<file path="src/rtl/rcui2c_ctrl.sv">
// -----------------------------------------------------------------------------
// rcui2c_ctrl
// Sequencer for the board controller's RCU I2C slave port.
//
// The asynchronous RCU bus lines are synchronised and glitch filtered. START
// and STOP are detected on the filtered levels. The block then decodes the
// card address, the register address and 16-bit write data, and drives the
// one-hot I2C state vector that the slave TX/RX datapath shares. It issues
// register-file read/write strobes and drives ACKs and read data onto SDA.
//
// Ports
//   clk          board clock; the only clock of the block
//   reset        asynchronous, active-low reset
//   card_addr    geographic card address (5 bits)
//   rcu_scl      I2C clock from the RCU (asynchronous)
//   rcu_sda_in   I2C data from the RCU (asynchronous)
//   rcu_sda_out  open-drain data drive, 1 = released
//   state        one-hot I2C state (9 bits) to the datapath
//   reg_addr     latched register address
//   reg_wr_data  received write data {byte1, byte2}
//   reg_wr       1-clk write strobe
//   reg_rd       1-clk read strobe
//   reg_rd_data  read data, valid RD_LAT clks after reg_rd
// -----------------------------------------------------------------------------
module rcui2c_ctrl #(
  parameter int FILT_LEN = 3,
  parameter int RD_LAT   = 2
) (
  input  logic        clk,
  input  logic        reset,
  input  logic [4:0]  card_addr,
  input  logic        rcu_scl,
  input  logic        rcu_sda_in,
  output logic        rcu_sda_out,
  output logic [8:0]  state,
  output logic [7:0]  reg_addr,
  output logic [15:0] reg_wr_data,
  output logic        reg_wr,
  output logic        reg_rd,
  input  logic [15:0] reg_rd_data
);

  typedef enum logic [8:0] {
    st_idle          = 9'h001,
    st_card_addr_rx  = 9'h002,
    st_slave_ack     = 9'h004,
    st_reg_addr_rx   = 9'h008,
    st_rx_data       = 9'h010,
    st_tx_data       = 9'h020,
    st_master_ack    = 9'h040,
    st_master_no_ack = 9'h080,
    st_stop          = 9'h100
  } i2c_state_t;

  // ---------------------------------------------------------------------------
  // Input conditioning: lane 0 = scl, lane 1 = sda. Both lanes take the same
  // path, so their relative timing is preserved after filtering.
  // ---------------------------------------------------------------------------
  logic [1:0] bus_raw;
  logic [1:0] bus_filt;
  logic [1:0] bus_filt_d;

  assign bus_raw = {rcu_sda_in, rcu_scl};

  generate
    for (genvar gi = 0; gi < 2; gi++) begin : g_cond
      logic                sync1_reg;
      logic                sync2_reg;
      logic [FILT_LEN-1:0] hist_reg;
      logic                filt_reg;
      logic                filt_d_reg;

      always_ff @(posedge clk or negedge reset) begin
        if (!reset) begin
          sync1_reg  <= 1'b1;
          sync2_reg  <= 1'b1;
          hist_reg   <= '1;
          filt_reg   <= 1'b1;
          filt_d_reg <= 1'b1;
        end else begin
          sync1_reg <= bus_raw[gi];
          sync2_reg <= sync1_reg;
          hist_reg  <= {hist_reg[FILT_LEN-2:0], sync2_reg};
          // A new level is only accepted once every recent sample agrees.
          if (&hist_reg) begin
            filt_reg <= 1'b1;
          end else if (~|hist_reg) begin
            filt_reg <= 1'b0;
          end
          filt_d_reg <= filt_reg;
        end
      end

      assign bus_filt[gi]   = filt_reg;
      assign bus_filt_d[gi] = filt_d_reg;
    end
  endgenerate

  logic scl_rise, scl_fall, sda_bit;
  logic start_det, stop_det;

  assign scl_rise  =  bus_filt[0] & ~bus_filt_d[0];
  assign scl_fall  = ~bus_filt[0] &  bus_filt_d[0];
  assign sda_bit   =  bus_filt[1];
  assign start_det = ~bus_filt[1] &  bus_filt_d[1] & bus_filt[0];
  assign stop_det  =  bus_filt[1] & ~bus_filt_d[1] & bus_filt[0];

  // ---------------------------------------------------------------------------
  // Protocol FSM
  // ---------------------------------------------------------------------------
  i2c_state_t         state_reg,    state_next;
  logic [3:0]         bitcnt_reg,   bitcnt_next;
  logic [7:0]         shift_reg,    shift_next;
  logic [2:0]         ack_cnt_reg,  ack_cnt_next;
  logic               rw_reg,       rw_next;
  logic [7:0]         reg_addr_reg, reg_addr_next;
  logic [15:0]        wr_data_reg,  wr_data_next;
  logic [15:0]        tx_shift_reg, tx_shift_next;
  logic               sda_out_reg,  sda_out_next;
  logic               reg_wr_reg,   reg_wr_next;
  logic               reg_rd_reg,   reg_rd_next;
  logic [RD_LAT-1:0]  rd_pipe_reg;
  logic [7:0]         rx_byte;

  always_ff @(posedge clk or negedge reset) begin
    if (!reset) begin
      state_reg    <= st_idle;
      bitcnt_reg   <= '0;
      shift_reg    <= '0;
      ack_cnt_reg  <= '0;
      rw_reg       <= 1'b0;
      reg_addr_reg <= '0;
      wr_data_reg  <= '0;
      tx_shift_reg <= '0;
      sda_out_reg  <= 1'b1;
      reg_wr_reg   <= 1'b0;
      reg_rd_reg   <= 1'b0;
      rd_pipe_reg  <= '0;
    end else begin
      state_reg    <= state_next;
      bitcnt_reg   <= bitcnt_next;
      shift_reg    <= shift_next;
      ack_cnt_reg  <= ack_cnt_next;
      rw_reg       <= rw_next;
      reg_addr_reg <= reg_addr_next;
      wr_data_reg  <= wr_data_next;
      tx_shift_reg <= tx_shift_next;
      sda_out_reg  <= sda_out_next;
      reg_wr_reg   <= reg_wr_next;
      reg_rd_reg   <= reg_rd_next;
      // Delay line marking the cycle in which reg_rd_data becomes valid.
      rd_pipe_reg  <= (rd_pipe_reg << 1) | RD_LAT'(reg_rd_reg);
    end
  end

  always_comb begin
    state_next    = state_reg;
    bitcnt_next   = bitcnt_reg;
    shift_next    = shift_reg;
    ack_cnt_next  = ack_cnt_reg;
    rw_next       = rw_reg;
    reg_addr_next = reg_addr_reg;
    wr_data_next  = wr_data_reg;
    tx_shift_next = tx_shift_reg;
    sda_out_next  = sda_out_reg;
    reg_wr_next   = 1'b0;
    reg_rd_next   = 1'b0;
    rx_byte       = {shift_reg[6:0], sda_bit};

    if (rd_pipe_reg[RD_LAT-1]) begin
      tx_shift_next = reg_rd_data;
    end

    // Bus conditions take priority over any scl edge in the same clk.
    if (stop_det) begin
      state_next   = st_idle;
      sda_out_next = 1'b1;
    end else if (start_det) begin
      state_next   = st_card_addr_rx;
      bitcnt_next  = '0;
      ack_cnt_next = '0;
      sda_out_next = 1'b1;
    end else begin
      case (state_reg)
        st_card_addr_rx: begin
          if (scl_rise) begin
            shift_next  = rx_byte;
            bitcnt_next = bitcnt_reg + 4'd1;
          end else if (scl_fall && bitcnt_reg == 4'd8) begin
            if (shift_reg[7:6] == 2'b00 && shift_reg[5:1] == card_addr) begin
              state_next   = st_slave_ack;
              rw_next      = shift_reg[0];
              sda_out_next = 1'b0;
            end else begin
              state_next   = st_idle;
              sda_out_next = 1'b1;
            end
          end
        end

        st_slave_ack: begin
          // ack_cnt_reg counts the ACKs already completed in this transfer.
          if (scl_fall) begin
            bitcnt_next  = '0;
            ack_cnt_next = ack_cnt_reg + 3'd1;
            sda_out_next = 1'b1;
            case (ack_cnt_reg)
              3'd0: state_next = st_reg_addr_rx;
              3'd1: begin
                if (rw_reg) begin
                  // First read bit goes out on the same fall that ends the ACK.
                  state_next    = st_tx_data;
                  sda_out_next  = tx_shift_reg[15];
                  tx_shift_next = {tx_shift_reg[14:0], 1'b0};
                end else begin
                  state_next = st_rx_data;
                end
              end
              3'd2: state_next = st_rx_data;
              default: begin
                state_next  = st_stop;
                reg_wr_next = 1'b1;
              end
            endcase
          end
        end

        st_reg_addr_rx: begin
          if (scl_rise) begin
            shift_next  = rx_byte;
            bitcnt_next = bitcnt_reg + 4'd1;
            if (bitcnt_reg == 4'd7) begin
              reg_addr_next = rx_byte;
              reg_rd_next   = rw_reg;
            end
          end else if (scl_fall && bitcnt_reg == 4'd8) begin
            state_next   = st_slave_ack;
            sda_out_next = 1'b0;
          end
        end

        st_rx_data: begin
          if (scl_rise) begin
            shift_next  = rx_byte;
            bitcnt_next = bitcnt_reg + 4'd1;
            if (bitcnt_reg == 4'd7) begin
              if (ack_cnt_reg == 3'd2) begin
                wr_data_next[15:8] = rx_byte;
              end else begin
                wr_data_next[7:0] = rx_byte;
              end
            end
          end else if (scl_fall && bitcnt_reg == 4'd8) begin
            state_next   = st_slave_ack;
            sda_out_next = 1'b0;
          end
        end

        st_tx_data: begin
          if (scl_rise) begin
            bitcnt_next = bitcnt_reg + 4'd1;
          end else if (scl_fall) begin
            if (bitcnt_reg == 4'd8) begin
              state_next   = st_master_ack;
              bitcnt_next  = '0;
              sda_out_next = 1'b1;
            end else begin
              sda_out_next  = tx_shift_reg[15];
              tx_shift_next = {tx_shift_reg[14:0], 1'b0};
            end
          end
        end

        st_master_ack: begin
          // Entering tx_data on the rise lets the next fall drive the MSB.
          if (scl_rise) begin
            bitcnt_next = '0;
            if (ack_cnt_reg == 3'd2 && !sda_bit) begin
              state_next   = st_tx_data;
              ack_cnt_next = 3'd3;
            end else begin
              state_next = st_master_no_ack;
            end
          end
        end

        st_idle, st_master_no_ack, st_stop: begin
          state_next = state_reg;
        end

        default: begin
          state_next   = st_idle;
          sda_out_next = 1'b1;
        end
      endcase
    end
  end

  assign state       = state_reg;
  assign rcu_sda_out = sda_out_reg;
  assign reg_addr    = reg_addr_reg;
  assign reg_wr_data = wr_data_reg;
  assign reg_wr      = reg_wr_reg;
  assign reg_rd      = reg_rd_reg;

endmodule

</file>
<file path="config.mk">
export PLATFORM = sky130hd
export DESIGN_NAME = rcui2c_ctrl
export DESIGN_NICKNAME = d
export VERILOG_FILES = /design/src/rtl/rcui2c_ctrl.sv
export SDC_FILE = /design/constraint.sdc
export NUM_CORES = 1
export LEC_CHECK = 0
export ABC_AREA = 0
export BUFFER_PORTS_ARGS = -buffer_cell sky130_fd_sc_hd__buf_2
export CORE_MARGIN = 3
export CORE_UTILIZATION = 57
export DETAILED_ROUTE_END_ITERATION = 10
export GPL_TIMING_DRIVEN = 0
export PLACE_DENSITY = 0.89
export SYNTH_ARGS = -nofsm -noshare
export SYNTH_HDL_FRONTEND = slang
export SYNTH_SLANG_ARGS = --single-unit
</file>
<file path="constraint.sdc">
create_clock -name clk -period 3.3 [get_ports clk]
set_input_delay 0.33 -clock clk [delete_from_list [all_inputs] [get_ports clk]]
set_output_delay 0.33 -clock clk [all_outputs]
set_load 0.02 [all_outputs]
</file>
==> results.txt <==
H-tree depth reported by CTS: 3
Max-slew headroom: 48.7%
total iterations of the first detailed-routing run: 4
GR Overflow Total: 0
Hold Crit Class: primary input to register
Tightest Pin Transition: 0.762 ns
first-pass GRT wire length: 14300 µm
I/O pin total: 61
instance count of the mapped netlist: 356
net count after synthesis: 389
netlist area before placement: 0.00408 mm²
antenna cell count: 0
PwrDens: 479 mW/mm²
vias: 2979
fraction of the yosys area taken by sequential cells: 52.0%
multi-input logic area: 0.00181 mm²
CTS Buf Count: 9
DRT antenna net count: 0
final cell count without fillers: 530
detailed placement HPWL: 6240 µm
commonest non-fill, non-tap cells in the layout: dfrtp_1, buf_2, mux2_2
largest net degree at the start of global routing: 50
routed wire length: 8710 µm
Post-synth EDFFs: 0
clock share of power: 28.8%
Iteration-0 DRC Markers: 223
Max Root-Sink Buffers: 2
Main synth FF type: dfrtp_1
Crit Path Max Fanout: 10
Buffers on Ports: 60
Synth cell types: 57
Setup crit start kind: register
Final Cycle Share: 87.5%
Nets: 462
Pins Over Slew Limit: 0
DIE WIDTH: 90.6 µm
WL per Instance: 16.4 µm
worst path arrival time: 3.13 ns
FMAX: 346 MHz
Worst-Skew Late Latency: 0.36 ns
Root Buffer: clkbuf_8
share of cells above drive strength 1: 35.3%
Leak: 2.14 nW
Die Y: 90.6 µm
Core ar.: 0.00687 mm²
Combinational Power Share: 21.2%
CTS tree: built
Remaining DRCs: 0
NetSw: 687 µW
dpl cells: 513
worst reg-to-reg setup slack: 0.41 ns
Syn Area/Cell: 11.5 µm²
Crit Path Category: register to register
clk sinks: 84
Global Route Usage Sum: 21.9%
Crit Reg-Reg Startpoint: g_cond[0].filt_reg
gpl congestion: 0.899
initial antenna violation count: 0
post_cts resized: 0
Fin Hold WS: 0.0658 ns
Reg area: 0.00212 mm²
crit path to: reg_wr_data[14]
flop and latch count out of synthesis: 84
final setup fails: 0
max cap viols: 0
cell row count: 30
worst reg2reg path endpoint: reg_wr_data[14]
Cell Int Power: 1.57 mW
Initial Utilization: 59.4%
count of final hold-check violations: 0
Final Skew: 0.0135 ns
endpoint type of the worst setup path: register
worst reg2reg path depth: 6
setup TNS: 0 ns
sequential power share: 50.0%
fillers: 504
Async S/R FF share, synth: 100%
P&R area growth vs syn: 15.5%
status: finished, final reports clean
Net Sw Frac: 30.4%
clk slew on worst S/H paths: 0.08 ns
Final Util: 68.6%
min cycle time layout: 2.89 ns
unrepaired setup endpoints after global routing: no
commonest non-fill, non-tap cell in the layout: dfrtp_1
worst setup path startpoint: g_cond[0].filt_reg
die area: 0.00821 mm²
CP required: 3.54 ns
Power Total: 2.26 mW
Via density: 5.62
vias in the first global route: 3017
worst vdd ir: 443 µV
Yosys Warn Count: 0
synthesized netlist by cell type, types with 4 or more instances:
| cell | count | share of area, % |
|---|---|---|
| a21oi_1 | 11 | 1.3 |
| o21ai_0 | 36 | 4.4 |
| xor2_1 | 7 | 1.5 |
| or3_1 | 5 | 0.77 |
| ha_1 | 8 | 2.5 |
| dfrtp_1 | 68 | 42 |
| and4_1 | 4 | 0.86 |
| nor3b_1 | 4 | 0.74 |
| nand2_1 | 29 | 2.7 |
| dfstp_2 | 16 | 10 |
| buf_2 | 6 | 0.74 |
| mux2i_1 | 16 | 3.9 |
| nand3_1 | 5 | 0.61 |
| nand3b_1 | 4 | 0.74 |
| nor4_1 | 4 | 0.61 |
| mux2_2 | 39 | 11 |
| nor3_1 | 6 | 0.74 |
| xnor2_1 | 4 | 0.86 |
| inv_1 | 15 | 1.4 |
| clkbuf_1 | 7 | 0.64 |
| nor2_1 | 11 | 1.0 |
| a31oi_1 | 4 | 0.61 |
power groups by stage:
stage               registers (mW)  logic, mW  clock network [mW]
global placement              1.14      0.451                   0
floorplan                     1.15      0.327                   0
global route                  1.14      0.527               0.709
detailed placement            1.15      0.468                   0
finish                        1.13      0.478               0.650
CTS                           1.13      0.474               0.668
kinds of logic after synthesis:
logic type	synth area share [%]
AND/OR/NAND/NOR	14.1
buffers and inverters	3.56
flip-flops	52.0
multiplexers	15.0
adder cells (fa/ha/maj)	2.45
XOR/XNOR	2.36
AO/OA/AOI/OAI	10.6
critical path: stages (launching register included):
cell and delay, ns:
dfstp_2 0.62, ha_1 0.17, clkbuf_1 0.30, nor4b_1 0.45
nand4_1 0.30, nor3b_4 0.54, mux2_2 0.40
worst min-delay path by stage:
stage,start,endpoint,slack [ns],cells after the start
5_1_grt,rcu_sda_in,g_cond[1].sync1_reg,0.05,1
3_5_place_dp,reset,reg_wr_data[12],0.31,1
3_3_place_gp,rd_pipe_reg[0],rd_pipe_reg[1],0.33,0
6_report,rcu_scl,g_cond[0].sync1_reg,0.07,1
4_1_cts,rcu_scl,g_cond[0].sync1_reg,0.05,1
2_1_floorplan,reset,ack_cnt_reg[0],0.03,0
per-layer routing:
layer,vias to the layer above,global-route usage [%],part of all wire [%]
met1,1456,28.0,43
li1,1417,-,-
met5,-,0,0
met4,0,5.36,1.2
met3,15,6.83,6.6
met2,91,36.3,49
through the flow:
step	instance area, µm²	worst slack [ns]
final	4710	0.411
after global routing	4710	0.287
after CTS	4710	0.410
after detailed placement	4530	0.426
after global placement	4500	0.461
after floorplan	4080	0.938
area by class of cell:
type	count	share of cell area, %
clock buffers	12	3.08
well taps	96	2.55
flip-flops and latches	84	45.0
multi-input cells	240	38.5
repair buffers	62	7.22
plain buffers	17	1.88
inverters	15	1.19
clock inverters	4	0.557
what timing repair did:
| item | in CTS | in global routing |
|---|---|---|
| buffers inserted | 0 | 0 |
| endpoints found under the hold margin | 21 | 0 |
| hold buffers | 1 | 0 |
No activity file was read; power rests on OpenSTA's default activity.
